## src/rtl/hamming_pkg.sv

```systemverilog
// Shared definitions for the Hamming(7,4) receiver.
//   - FSM state encoding for the receive sequencer
//   - codeword bit positions (code[0] is Hamming position 1)
//   - saturation limit of the corrected-error counter
//   - helper that pulls the four data bits out of a codeword
package hamming_pkg;

  typedef enum logic [1:0] {
    ST_IDLE = 2'd0,
    ST_DEC  = 2'd1,
    ST_OUT  = 2'd2
  } rx_state_t;

  // Parity bits sit at the power-of-two Hamming positions 1, 2, 4.
  localparam int P0_POS = 0;
  localparam int P1_POS = 1;
  localparam int P2_POS = 3;

  // Data bits d0..d3 occupy the remaining positions 3, 5, 6, 7.
  localparam int D0_POS = 2;
  localparam int D1_POS = 4;
  localparam int D2_POS = 5;
  localparam int D3_POS = 6;

  localparam int CODE_W  = 7;
  localparam int DATA_W  = 4;
  localparam int COUNT_W = 7;

  localparam logic [COUNT_W-1:0] COUNT_MAX = 7'd127;

  function automatic logic [DATA_W-1:0] extract_data(input logic [CODE_W-1:0] code);
    return {code[D3_POS], code[D2_POS], code[D1_POS], code[D0_POS]};
  endfunction

endpackage

```

## src/rtl/hamming74_correct.sv

```systemverilog
// Combinational Hamming(7,4) single-error corrector.
// Ports:
//   code      [6:0] received codeword (code[0] = Hamming position 1)
//   corrected [6:0] codeword with the syndrome-indicated bit inverted
//   err             1 when the syndrome is non-zero (a bit was corrected)
// Double errors alias onto a single-bit syndrome and are miscorrected;
// that is inherent to plain Hamming(7,4).
module hamming74_correct
  import hamming_pkg::*;
(
  input  logic [6:0] code,
  output logic [6:0] corrected,
  output logic       err
);

  logic [2:0] syndrome;
  logic [6:0] flip_mask;

  // Each syndrome bit covers the positions whose index has that bit set.
  assign syndrome[0] = code[P0_POS] ^ code[D0_POS] ^ code[D1_POS] ^ code[D3_POS];
  assign syndrome[1] = code[P1_POS] ^ code[D0_POS] ^ code[D2_POS] ^ code[D3_POS];
  assign syndrome[2] = code[P2_POS] ^ code[D1_POS] ^ code[D2_POS] ^ code[D3_POS];

  // The syndrome is the 1-based position of the bad bit.
  always_comb begin
    flip_mask = '0;
    if (syndrome != 3'd0) begin
      flip_mask[syndrome - 3'd1] = 1'b1;
    end
  end

  assign corrected = code ^ flip_mask;
  assign err       = (syndrome != 3'd0);

endmodule

```

## src/rtl/tt_um_sowmya_hamming_rx.sv

```systemverilog
// Hamming(7,4) receiver: captures a strobed 7-bit codeword, corrects any
// single-bit error and presents the data with status flags and a
// saturating count of corrected words.
// Ports:
//   clk, rst_n  clock, asynchronous active-low reset
//   ena         power indicator, not used
//   ui_in       [6:0] codeword, [7] word strobe (asynchronous)
//   uo_out      [3:0] data, [4] valid pulse, [5] corrected flag,
//               [6] sticky overrun, [7] new-word toggle
//   uio_in      [7] asynchronous clear of count and overrun
//   uio_out     [6:0] corrected-error count, [7] zero
//   uio_oe      constant 8'h7F
// Handshake: uo_out[4] is a one-cycle valid with no back-pressure; data,
// flag, count and toggle are stable from that cycle until the next word.
// A strobe edge seen while a word is still in flight is dropped and
// latched in the overrun flag.
module tt_um_sowmya_hamming_rx
  import hamming_pkg::*;
(
  input  logic       clk,
  input  logic       rst_n,
  input  logic       ena,
  input  logic [7:0] ui_in,
  output logic [7:0] uo_out,
  input  logic [7:0] uio_in,
  output logic [7:0] uio_out,
  output logic [7:0] uio_oe
);

  rx_state_t            state;
  logic                 strobe_s1, strobe_s2, strobe_s3;
  logic                 clr_s1, clr_s2;
  logic                 strobe_edge;
  logic [CODE_W-1:0]    cap_q;
  logic [CODE_W-1:0]    corr_q;
  logic                 corr_err_q;
  logic [CODE_W-1:0]    fix_code;
  logic                 fix_err;
  logic [DATA_W-1:0]    data_q;
  logic                 valid_q;
  logic                 err_q;
  logic                 overrun_q;
  logic                 toggle_q;
  logic [COUNT_W-1:0]   count_q;

  logic unused_ok;
  assign unused_ok = &{1'b0, ena, uio_in[6:0]};

  // Strobe: two-flop synchronizer plus a history flop for edge detect.
  // Clear: two-flop synchronizer, used as a level.
  always_ff @(posedge clk or negedge rst_n) begin
    if (!rst_n) begin
      strobe_s1 <= 1'b0;
      strobe_s2 <= 1'b0;
      strobe_s3 <= 1'b0;
      clr_s1    <= 1'b0;
      clr_s2    <= 1'b0;
    end else begin
      strobe_s1 <= ui_in[7];
      strobe_s2 <= strobe_s1;
      strobe_s3 <= strobe_s2;
      clr_s1    <= uio_in[7];
      clr_s2    <= clr_s1;
    end
  end

  assign strobe_edge = strobe_s2 & ~strobe_s3;

  hamming74_correct u_correct (
    .code      (cap_q),
    .corrected (fix_code),
    .err       (fix_err)
  );

  always_ff @(posedge clk or negedge rst_n) begin
    if (!rst_n) begin
      state      <= ST_IDLE;
      cap_q      <= '0;
      corr_q     <= '0;
      corr_err_q <= 1'b0;
      data_q     <= '0;
      valid_q    <= 1'b0;
      err_q      <= 1'b0;
      overrun_q  <= 1'b0;
      toggle_q   <= 1'b0;
      count_q    <= '0;
    end else begin
      valid_q <= 1'b0;
      case (state)
        ST_IDLE: begin
          if (strobe_edge) begin
            cap_q <= ui_in[6:0];
            state <= ST_DEC;
          end
        end
        ST_DEC: begin
          corr_q     <= fix_code;
          corr_err_q <= fix_err;
          state      <= ST_OUT;
        end
        ST_OUT: begin
          data_q   <= extract_data(corr_q);
          err_q    <= corr_err_q;
          valid_q  <= 1'b1;
          toggle_q <= ~toggle_q;
          state    <= ST_IDLE;
        end
        default: state <= ST_IDLE;
      endcase

      // Clear sits last so it overrides an increment or overrun set
      // happening in the same cycle.
      if (state == ST_OUT && corr_err_q && count_q != COUNT_MAX) begin
        count_q <= count_q + 7'd1;
      end
      if (strobe_edge && state != ST_IDLE) begin
        overrun_q <= 1'b1;
      end
      if (clr_s2) begin
        count_q   <= '0;
        overrun_q <= 1'b0;
      end
    end
  end

  assign uo_out  = {toggle_q, overrun_q, err_q, valid_q, data_q};
  assign uio_out = {1'b0, count_q};
  assign uio_oe  = 8'h7F;

endmodule

```

## config.mk

```make
export PLATFORM = sky130hd
export DESIGN_NAME = tt_um_sowmya_hamming_rx
export DESIGN_NICKNAME = d
export VERILOG_FILES = /design/src/rtl/hamming_pkg.sv /design/src/rtl/hamming74_correct.sv /design/src/rtl/tt_um_sowmya_hamming_rx.sv
export SDC_FILE = /design/constraint.sdc
export NUM_CORES = 1
export LEC_CHECK = 0
export ABC_AREA = 1
export BUFFER_PORTS_ARGS = -buffer_cell sky130_fd_sc_hd__buf_2
export CAP_MARGIN = 20
export CORE_MARGIN = 1.5
export CORE_UTILIZATION = 50
export DETAILED_ROUTE_END_ITERATION = 16
export PLACE_DENSITY_LB_ADDON = 0.08
export SLEW_MARGIN = 20
export SYNTH_ARGS = -nofsm -noshare
export SYNTH_HDL_FRONTEND = slang
export SYNTH_SLANG_ARGS = --single-unit
```

## constraint.sdc

```tcl
create_clock -name clk -period 2.5 [get_ports clk]
set_input_delay 0.125 -clock clk [delete_from_list [all_inputs] [get_ports clk]]
set_output_delay 0.125 -clock clk [all_outputs]
set_load 0.01 [all_outputs]
```

# ---- Word level (Yosys, flattened, before mapping)
# Index checks and enable logic that the tools add are counted.
dict set report totals {
  regBits 37
  input_bits 19
}
dict set report op_classes {
  addsub 2
  order_cmp 2
  eq_ne 4
  mux 10
  n_bitwise 13
  n_reduce_logical 10
}
# op count
set op_table {}
lappend op_table {{7-bit 2-to-1 mux} 3}
lappend op_table {{1-bit XOR} 9}
lappend op_table {{7-bit by 1-bit adder with 7-bit output, second input constant} 1}
lappend op_table {{7-bit != test, second input constant} 1}
lappend op_table {{7-bit XOR} 1}
lappend op_table {{2-bit nonzero test} 3}
lappend op_table {{1-bit logical AND} 4}
lappend op_table {{3-bit by 4-bit less-than comparator with 1-bit output, second input constant} 1}
lappend op_table {{1-bit 2-to-1 mux} 4}
lappend op_table {{2-bit case mux with 2 select lines} 1}
lappend op_table {{1-bit demux with 3-bit select} 1}
lappend op_table {{3-bit by 1-bit >= comparator with 1-bit output, second input constant} 1}
lappend op_table {{3-bit nonzero test} 1}
lappend op_table {{3-bit by 1-bit subtractor with 3-bit output, second input constant} 1}
lappend op_table {{2-bit by 1-bit == test with 1-bit output, second input constant} 1}
lappend op_table {{2-bit == test, second input constant} 1}
lappend op_table {{2-bit logical NOT} 1}
lappend op_table {{2-bit 2-to-1 mux} 1}
lappend op_table {{2-bit != test, second input constant} 1}
lappend op_table {{1-bit NOT} 2}
lappend op_table {{2-bit AND reduction} 1}
lappend op_table {{1-bit bitwise AND} 1}

# ---- Logic depth before layout (Yosys ltp)
# Gate-level depths: netlist (run 1).
dict set report logic_depth {
  ltp_word 10
  depth_mapped 12
}

# ---- Modules after synthesis
# From an unflattened synthesis (run 1), not the netlist that was laid out.
dict set report unflattened {
  cells_unflattened 226
  area_unflattened_um2 1796.7
}
# module instances cells_each area_per_inst_um2 seq_area_each_um2
set modules_own_cells {}
lappend modules_own_cells {tt_um_sowmya_hamming_rx 1 159 1450.1 850.8}
lappend modules_own_cells {hamming74_correct 1 67 346.6 0.0}

# ---- Worst setup path after synthesis (run 1)
# Ideal clock, no wire load.
dict set report synth_path {
  path_kind {register -> register}
  start {reg cap_q[4]}
  end {reg corr_q[4]}
  setup_ns 0.117
  t_arrival_ns 1.834
  required_time_ns 2.383
  setup_slack_ns 0.548
  stages_incl_launch_ff 12
  n_path_buf 0
  path_cell_list {dfrtp_1 -> inv_1 -> nand2_1 -> nand2_1 -> nand2_2 -> nand2_2 -> ha_1 -> ha_1 -> nor3b_1 -> nand4_1 -> nand3_1 -> nand2_1}
}
dict set report synth_via {
  elab_chain_cells 10
  word_cells_on_any_way 14
}
# item line
set synth_rtl {}
lappend synth_rtl {{start, declared} tt_um_sowmya_hamming_rx.sv:34} ;# logic [CODE_W-1:0] cap_q;
lappend synth_rtl {{start signal, assigned} tt_um_sowmya_hamming_rx.sv:92} ;# cap_q <= ui_in[6:0];
lappend synth_rtl {{1-bit XOR (3 in series)} hamming74_correct.sv:22} ;# assign syndrome[2] = code[P2_POS] ^ code[D1_POS] ^ code[D2_POS] ^ code[D3_POS];
lappend synth_rtl {{3-bit by 1-bit subtractor with 3-bit output} hamming74_correct.sv:28} ;# flip_mask[syndrome - 3'd1] = 1'b1;
lappend synth_rtl {{3-bit by 4-bit less-than comparator with 1-bit output (not written as such) or 3-bit by 1-bit >= comparator with 1-bit output (tied branches)} hamming74_correct.sv:28}
lappend synth_rtl {{1-bit logical AND (not written as such)} hamming74_correct.sv:28}
lappend synth_rtl {{1-bit 2-to-1 mux (not written as such)} hamming74_correct.sv:28}
lappend synth_rtl {{1-bit demux with 3-bit select} n/a}
lappend synth_rtl {{7-bit 2-to-1 mux} hamming74_correct.sv:27} ;# if (syndrome != 3'd0) begin
lappend synth_rtl {{7-bit XOR (*)} hamming74_correct.sv:32} ;# assign corrected = code ^ flip_mask;
lappend synth_rtl {{end signal, assigned} tt_um_sowmya_hamming_rx.sv:97} ;# corr_q <= fix_code;
lappend synth_rtl {{end, declared} tt_um_sowmya_hamming_rx.sv:35} ;# logic [CODE_W-1:0] corr_q;
# Every way passes the cells marked *; elsewhere a longest branch is shown, timed or not.
# A chain may end at the register's enable or synchronous reset.

# ---- Final worst setup path (run 1)
dict set report layout_path {
  start {reg cap_q[2]}
  end {reg corr_q[4]}
}
dict set report layout_via {
  elab_chain_cells 10
  word_cells_on_any_way 15
}
# item line
set layout_rtl {}
lappend layout_rtl {{1-bit XOR (on tied branches) (3 in series)} {hamming74_correct.sv:20, hamming74_correct.sv:21}}
lappend layout_rtl {{3-bit by 1-bit subtractor with 3-bit output} hamming74_correct.sv:28}
lappend layout_rtl {{3-bit by 4-bit less-than comparator with 1-bit output (not written as such) or 3-bit by 1-bit >= comparator with 1-bit output (tied branches)} hamming74_correct.sv:28}
lappend layout_rtl {{1-bit logical AND (not written as such)} hamming74_correct.sv:28}
lappend layout_rtl {{1-bit 2-to-1 mux (not written as such)} hamming74_correct.sv:28}
lappend layout_rtl {{1-bit demux with 3-bit select} n/a}
lappend layout_rtl {{7-bit 2-to-1 mux (*)} hamming74_correct.sv:27}
lappend layout_rtl {{7-bit XOR (*)} hamming74_correct.sv:32}
# Marked as above.

==> results.md, run 1 <==
- Commonest non-fill, non-tap cell in the layout: nand2_1
- Placed Instances: 251
- Delay-heaviest family, CP: simple AND/OR/NAND/NOR gates
- Fillers: 290
- PortBufs: 25
- Leak: 0.988 nW
- Status: finished, final reports clean
- Final instance area: 0.00191 mm²
- Routed via count: 1,252
- Flop2flop setup slack: 290 ps
- CP Buf/Inv Count: 1
- Critical Path RT: 2730 ps
- Cell Area, Synth: 0.00164 mm²
- Placed Area: 0.00175 mm²
- Worst-Skew Late Latency: 330 ps
- Syn avg cell area: 8.69 µm²
- Multi-input logic area: 646 µm²
- CTS Root Cell: clkbuf_4
- Rows: 20
- Final Skew: 7.36 ps
- First-pass GRT wire length: 4660 µm
- Layout area overhead: 16.3%
- Die width: 60.3 µm
- Period minus WS final: 2210 ps
- Core ar.: 0.00308 mm²
- GR Util met2: 0.292
- CTS tree: yes
- RSZ-0062 raised after global routing: false
- Max Fclk: 453 MHz
- Initial Utilization: 0.533
- Commonest cells after routing, fill and taps aside: nand2_1 (52), dfrtp_1 (34), buf_2 (25), inv_1 (15), nand3_1 (13)
- N_diodes: 0
- DRC: 0
- Critical path arrival: 2440 ps
- Ys Warns: 0
- Relative slew slack: 0.517
- CP max stage cell: dfrtp_1
- H-tree levels: 2
- DRT antenna net count: 0
- Worst Tran Pin Value: 725 ps
- Vias per cell: 4.65
- Hold Slack: 364 ps
- Met1 usage: 0.205
- Met3 Track Usage GR: 0.0671
- Register Area: 851 µm²
- Final Hold Vio Count: 0
- Final wirelength: 2780 µm
- Synth Instances: 189
- Max-slew violations: 0
- Busiest grt layer: met2
- DRT iter0 DRCs: 51
- Hold Buf Count CTS: 10
- Max VDD drop: 0.512 mV
- GP Congestion: 0.877
- Yosys reg bits: 34
- Crit share post-route: 0.883
- Worst path cell trace: inv_2 > nand2_1 > nand2_1 > nand2_1 > nand2_2 > ha_1 > ha_1 > nor3b_1 > nand4_1 > nand3_1 > nand2_1
- Sequential fraction of the synthesis area: 0.518
- Routed len/inst: 10.3 µm
- Setup crit end kind: flop
- Max cap viols: 0
- # setup viols final: 0
- Cell variety after synth: 24
- PostCTS Resize Cnt: 0
- Chip Height: 60.3 µm
- Initial DRT Pass Iterations: 4
- Worst min-delay path class: flop to flop
- GRT Util Overall: 0.175
- Post-route setup TNS: 0 ps
- WS Path Type: flop to flop
- Die area: 0.00364 mm²
- Worst-path fanout max: 5
- Initial antenna violation count: 0
- # IOs: 43
- Startpoint types: flop
- Postcts setup bufs: 0
- GR Overflow Total: 0
- Final std cells w/o fill: 269
- Max incr delay on CP: 460 ps
- Layout cells sized above 1: 0.191
- CTS buffer count: 5
- Vias in the first global route: 1,162
- Longest Clk Path Bufs: 2
- Nets@finish: 246
- Setup WS post-layout: 292 ps
- CTS clk-pin slew, worst paths: 100 ps
- CP dominant cell by count: nand2_1
- Worst slack, placed: 282 ps
- Pwr Density: 808 mW/mm²
- Largest net degree at the start of global routing: 35
- DP HPWL: 2000 µm
- Clk sink count: 34
-- layer usage --
metal  vias to the layer above  part of all wire
met4                         0             0.012
met3                         4             0.050
met5                         -                 0
met2                        30              0.47
li1                        653                 -
met1                       565              0.47
-- cell usage after synthesis, drive strengths merged --
cell	instances	share of area
a21oi	1	0.0030
buf	14	0.062
clkinv	1	0.0053
conb	2	0.0046
dfrtp	34	0.52
ha	3	0.023
inv	16	0.037
nand2	56	0.14
nand3	13	0.040
nand4	7	0.027
nor2	15	0.042
nor3	3	0.0091
nor3b	2	0.0091
o21ai	16	0.051
xnor2	5	0.027
xor2	1	0.0053
-- final timing paths --
| check | startpoint | to | cells past startpoint |
|---|---|---|---|
| worst min-delay path | strobe_s1$_DFF_PN0_ | strobe_s2$_DFF_PN0_ | 0 |
| worst max register to register | cap_q[2]$_DFFE_PN0P_ | corr_q[4]$_DFFE_PN0N_ | 11 |
| worst min register to register | strobe_s1$_DFF_PN0_ | strobe_s2$_DFF_PN0_ | 0 |
| max in group asynchronous | rst_n | cap_q[6]$_DFFE_PN0P_ | 2 |
| worst max-delay path | cap_q[2]$_DFFE_PN0P_ | corr_q[4]$_DFFE_PN0N_ | 11 |
| min in group asynchronous | rst_n | state[1]$_DFFE_PN0P_ | 2 |
-- cell type report --
| type | instances | area share |
|---|---|---|
| Timing Repair Buffer | 35 | 0.118 |
| Clock inverter | 2 | 0.00655 |
| Sequential cell | 34 | 0.446 |
| Clock buffer | 6 | 0.0269 |
| Inverter | 17 | 0.0360 |
| Multi-Input combinational cell | 131 | 0.338 |
| Tap cell | 44 | 0.0288 |
-- registers in the layout, indices dropped and copies added, names as in the netlist --
name	count
cap_q	7
count_q	7
corr_q	4
data_q	4
state	2
clr_s1	1
clr_s2	1
corr_err_q	1
err_q	1
overrun_q	1
strobe_s1	1
strobe_s2	1
strobe_s3	1
toggle_q	1
valid_q	1
-- cell families after synthesis --
logic type,synth area share
and+or+nand+nor,0.264
AOI/OAI and AO/OA,0.0541
xor gates and xnor gates,0.0320
adders and majority gates,0.0229
DFF,0.518
other,0.00457
buffers and inverters,0.104
-- power breakdown --
part | switching, mW | leakage [nW] | internal [mW]
logic | 0.279 | 0.521 | 0.214
clock network | 0.186 | 0.0343 | 0.135
registers | 0.0709 | 0.433 | 0.658
total | 0.536 | 0.988 | 1.01
-- per-stage QoR --
stage | utilization | power [mW]
floorplan | - | 1.13
global placement | 0.567 | 1.20
detailed placement | 0.567 | 1.23
CTS | 0.620 | 1.57
global route | 0.620 | 1.68
finish | 0.620 | 1.54
No activity file was read; power rests on OpenSTA's default activity.
==> inputs of run 2 (changes only) <==
--- a/config.mk
+++ b/config.mk
@@ -12,6 +12,8 @@
 export CORE_UTILIZATION = 50
 export DETAILED_ROUTE_END_ITERATION = 16
 export PLACE_DENSITY_LB_ADDON = 0.08
+export RECOVER_POWER = 100
+export SKIP_LAST_GASP = 1
 export SLEW_MARGIN = 20
 export SYNTH_ARGS = -nofsm -noshare
 export SYNTH_HDL_FRONTEND = slang
==> run 2 against run 1 <==
The run now ends with max-capacitance violations, max-slew violations left. Clock skew up 2.2 ps. Highest routed layer unchanged. Clock power about the same. Critical path depth unchanged. Critical endpoint unchanged. Count of clock-buffer cells in the layout unchanged. Routed wire length up 0.40%. Total power down 1.6%.
==> results.md, run 2 (synthesized netlist as in run 1, its figures left out) <==
- Worst Tran Pin Value: 1720 ps
- Commonest non-fill, non-tap cell in the layout: nand2_1
- Chip Height: 60.3 µm
- FF-to-FF Start: cap_q[2]$_DFFE_PN0P_
- DP HPWL: 2000 µm
- Max Fclk: 448 MHz
- FF-to-FF End: corr_q[4]$_DFFE_PN0N_
- First-pass GRT wire length: 4660 µm
- GR Overflow Total: 0
- CTS clk-pin slew, worst paths: 100 ps
- Max cap viols: 1
- Failing checks: max-capacitance violations, max-slew violations
- Net Sw Frac: 0.349
- Longest Clk Path Bufs: 2
- PostCTS Resize Cnt: 0
- CP Launch Point: cap_q[2]$_DFFE_PN0P_
- Status: finished with violations
- PortBufs: 25
- Setup crit end kind: flop
- DRT antenna net count: 0
- Initial DRT Pass Iterations: 4
- Post-route setup TNS: 0 ps
- Critical Path RT: 2720 ps
- Initial antenna violation count: 0
- RSZ-0062 raised after global routing: false
- Max VDD drop: 0.508 mV
- Pwr Density: 817 mW/mm²
- Rows: 20
- Final Util: 0.604
- Crit path to: corr_q[4]$_DFFE_PN0N_
- H-tree levels: 2
- Combinational share of power: 0.310
- Commonest cells after routing, fill and taps aside: nand2_1 (55), dfrtp_1 (34), clkbuf_1 (16), inv_1 (15), o21ai_0 (15)
- CTS buffer count: 5
- Clk sink count: 34
- DRC: 0
- Initial Utilization: 0.533
- Leak: 0.911 nW
- Hold Slack: 364 ps
- Clock Power Share: 0.211
- CTS Root Cell: clkbuf_4
- Crit share post-route: 0.892
- Relative slew slack: -0.144
- Final Hold Vio Count: 0
- Flop2flop setup slack: 270 ps
- Pint: 0.990 mW
- Worst-Skew Late Latency: 330 ps
- Die area: 0.00364 mm²
- WS Path Type: flop to flop
- Max-slew violations: 35
- CTS tree: yes
- GP Congestion: 0.877
- N_diodes: 0
- Worst slack, placed: 282 ps
- Setup WS post-layout: 270 ps
- Vias in the first global route: 1,162
- Placed Instances: 251
- Critical path arrival: 2450 ps
- Startpoint types: flop
- Period minus WS final: 2230 ps
- Vias per cell: 4.64
- P_sw: 0.530 mW
- Fillers: 303
- Worst reg2reg path depth: 11
- Die width: 60.3 µm
- Core ar.: 0.00308 mm²
- Sequential power share: 0.479
- Routed via count: 1,249
- GRT Util Overall: 0.175
- Routed len/inst: 10.4 µm
- Layout cells sized above 1: 0.0933
- Final wirelength: 2790 µm
- DRT iter0 DRCs: 40
- # IOs: 43
- Nets@finish: 246
- Largest net degree at the start of global routing: 35
- Worst-path fanout max: 5
- Final Skew: 9.53 ps
- Layout area overhead: 13.3%
- # setup viols final: 0
- Largest regs: cap_q x7, count_q x7
- Worst min-delay path class: flop to flop
- Final std cells w/o fill: 269
-- run 2: cell count changes in the layout (fill, tap and decap cells not counted), sizes merged --
cell	before	now
clkbuf	6	22
buf	25	9
clkinvlp	1	2
clkinv	2	1
-- run 2: repair_timing --
action | in CTS | in global routing
hold endpoints to repair | 43 | 0
buffers inserted | 0 | 0
hold buffers | 10 | 0
-- run 2: critical path, cell delays in order (launching register included) --
cell and delay (ps):
dfrtp_1 460, inv_2 80, nand2_1 70, nand2_1 60
nand2_1 140, nand2_1 120, ha_1 220, ha_1 290
nor3b_1 410, nand4_1 140, nand3_1 100, nand2_1 50
-- run 2: worst min-delay path by stage --
| stage | end | slack, ps | from | cells after the start |
|---|---|---|---|---|
| 2_1_floorplan | cap_q[0]$_DFFE_PN0P_ | -170 | rst_n | 0 |
| 3_3_place_gp | data_q[1]$_DFFE_PN0P_ | 220 | rst_n | 1 |
| 3_5_place_dp | data_q[0]$_DFFE_PN0P_ | 230 | rst_n | 1 |
| 4_1_cts | strobe_s2$_DFF_PN0_ | 370 | strobe_s1$_DFF_PN0_ | 0 |
| 5_1_grt | strobe_s2$_DFF_PN0_ | 380 | strobe_s1$_DFF_PN0_ | 0 |
| 6_report | strobe_s2$_DFF_PN0_ | 360 | strobe_s1$_DFF_PN0_ | 0 |
-- run 2: power by group through the flow --
stage | clock network, mW | registers (mW) | logic, mW
after detailed placement | 0 | 0.741 | 0.487
after floorplan | 0 | 0.744 | 0.382
final | 0.321 | 0.728 | 0.470
after CTS | 0.338 | 0.730 | 0.501
after global routing | 0.361 | 0.743 | 0.547
after global placement | 0 | 0.736 | 0.469
-- run 2: through the flow --
step                total power [mW]  instance area (µm²)
global route                    1.65                 1860
global placement                1.20                 1750
CTS                             1.57                 1910
detailed placement              1.23                 1750
floorplan                       1.13                 1670
finish                          1.52                 1860
-- run 2: layout make-up --
cell class              count  area [µm²]  area share
inverters                  17        65.1      0.0350
clock buffers               6        51.3      0.0276
flip-flops and latches     34         851       0.458
multi-input cells         131         619       0.333
repair buffers             35         205       0.110
well taps                  44        55.1      0.0296
clock inverters             2        12.5     0.00673
-- run 2: per-layer routing --
metal	share of wire	GRT usage
met5	0	0
met3	0.046	0.0671
met2	0.47	0.292
met4	0.0097	0.0667
met1	0.47	0.205
==> inputs of run 3 (changes only) <==
--- a/config.mk
+++ b/config.mk
@@ -11,8 +11,9 @@
 export CORE_MARGIN = 1.5
 export CORE_UTILIZATION = 50
 export DETAILED_ROUTE_END_ITERATION = 16
-export PLACE_DENSITY_LB_ADDON = 0.08
+export PLACE_DENSITY = 0.76
 export RECOVER_POWER = 100
+export SETUP_SLACK_MARGIN = 0.4
 export SKIP_LAST_GASP = 1
 export SLEW_MARGIN = 20
 export SYNTH_ARGS = -nofsm -noshare
==> run 3 against run 2 <==
The run still ends with max-capacitance violations, max-slew violations left. Count of clock-buffer cells in the layout unchanged. Routed wire length grew 6.9%. Critical endpoint is now corr_q[2]$_DFFE_PN0N_. Largest cell class unchanged. Sequential share of layout area shrank 1.5 points. Clock power grew 2%. Total power grew 9.0%. Largest power group unchanged.
==> results.md, run 3 (synthesized netlist as in run 1, its figures left out) <==
- Register Area: 852 µm²
- First-pass GRT wire length: 4780 µm
- Worst Tran Pin Value: 1710 ps
- Layout area overhead: 17.1%
- N_diodes: 0
- DRT antenna net count: 0
- Vias in the first global route: 1,150
- Routed len/inst: 11.0 µm
- CTS clk-pin slew, worst paths: 110 ps
- Net Sw Frac: 0.358
- Nets@finish: 249
- Initial antenna violation count: 0
- Layout cells sized above 1: 0.140
- DP HPWL: 1860 µm
- Worst-path fanout max: 5
- Sequential power share: 0.439
- Combinational share of power: 0.363
- Startpoint types: flop
- Status: finished with violations
- # setup viols final: 0
- WS Path Type: flop to flop
- Multi-input logic area: 659 µm²
- Final wirelength: 2980 µm
- Rows: 20
- GR Overflow Total: 0
- CTS tree: yes
- Critical Path RT: 2750 ps
- RSZ-0062 raised after global routing: false
- Clock Power Share: 0.198
- Period minus WS final: 2130 ps
- Max cap viols: 1
- Longest Clk Path Bufs: 2
- Pint: 1.06 mW
- Hold Slack: 359 ps
- CTS Root Cell: clkbuf_4
- Final Skew: 5.55 ps
- Routed via count: 1,279
- H-tree levels: 2
- Pwr Density: 861 mW/mm²
- PortBufs: 25
- DRC: 0
- Core ar.: 0.00308 mm²
- DRT iter0 DRCs: 80
- Commonest cells after routing, fill and taps aside: nand2_1 (53), dfrtp_1 (33), clkbuf_1 (16)
- Relative slew slack: -0.140
- Max VDD drop: 0.389 mV
- Post-route setup TNS: 0 ps
- CTS buffer count: 5
- Final Hold Vio Count: 0
- Leak: 0.933 nW
- Die width: 60.3 µm
- Chip Height: 60.3 µm
- Crit share post-route: 0.851
- Max-slew violations: 35
- Clk sink count: 34
- Overall power: 1.66 mW
- Initial DRT Pass Iterations: 4
- Worst min-delay path class: flop to flop
- GP Congestion: 0.832
- Worst-Skew Late Latency: 350 ps
- # IOs: 43
- Setup crit end kind: flop
- Worst reg2reg path depth: 11
- Failing checks: max-capacitance violations, max-slew violations
- Fillers: 284
- Die area: 0.00364 mm²
- Largest net degree at the start of global routing: 35
- Largest regs: cap_q x7, count_q x7
- Commonest non-fill, non-tap cell in the layout: nand2_1
- GRT Util Overall: 0.183
- Max Fclk: 470 MHz
- P_sw: 0.592 mW
- Hold depth: 0
- Vias per cell: 4.70
- Initial Utilization: 0.533
- Critical path arrival: 2370 ps
[run 3: routing by layer]
metal	GRT usage	share of wire
met5	0	0
met4	0.105	0.018
met3	0.0541	0.047
met2	0.286	0.48
met1	0.225	0.46
[run 3: path summary, 6_finish.rpt]
check | slack, ps | to | startpoint
min | 360 | strobe_s2$_DFF_PN0_ | strobe_s1$_DFF_PN0_
max reg2reg | 370 | corr_q[2]$_DFFE_PN0N_ | cap_q[4]$_DFFE_PN0P_
min reg2reg | 360 | strobe_s2$_DFF_PN0_ | strobe_s1$_DFF_PN0_
max | 370 | corr_q[2]$_DFFE_PN0N_ | cap_q[4]$_DFFE_PN0P_
max in group asynchronous | 640 | cap_q[2]$_DFFE_PN0P_ | rst_n
min in group asynchronous | 750 | count_q[3]$_DFFE_PN0P_ | rst_n
[run 3: power groups by stage]
stage	clock (mW)	sequential [mW]	combinational [mW]
2_1_floorplan	0	0.744	0.382
5_1_grt	0.368	0.742	0.670
3_3_place_gp	0	0.738	0.470
4_1_cts	0.336	0.729	0.533
3_5_place_dp	0	0.740	0.491
6_report	0.328	0.727	0.601
[run 3: per-stage QoR]
step,utilization,cells,instance area (µm²),setup slack (ps)
4_1_cts,0.624,269,1920,387
6_report,0.625,272,1920,374
3_3_place_gp,0.567,251,1750,338
2_1_floorplan,-,196,1670,548
3_5_place_dp,0.567,251,1750,287
5_1_grt,0.625,272,1920,215
[run 3: final cells by class]
type / instances / area share
flip-flops and latches: 34 / 0.443
multi-input cells: 131 / 0.343
clock buffers: 6 / 0.0267
clock inverters: 2 / 0.00651
repair buffers: 38 / 0.118
well taps: 44 / 0.0286
inverters: 17 / 0.0338
[run 3: repair_timing]
item | CTS | global route
hold buffers | 10 | 0
endpoints found under the setup margin | 3 | 4
resized for setup | 2 | 9
endpoints found under the hold margin | 43 | 0
setup buffers | 0 | 3
pin swaps | 0 | 3
[run 3: critical path, cell delays in order (launching register included)]
cell and delay [ps]:
dfrtp_1 400, inv_1 120, nand2_1 70, nand2_1 80, nand2_1 170, nand2_2 100
ha_1 220, ha_4 300, nor3b_1 280, nand4_1 130, nand3_1 100, nand2_1 50
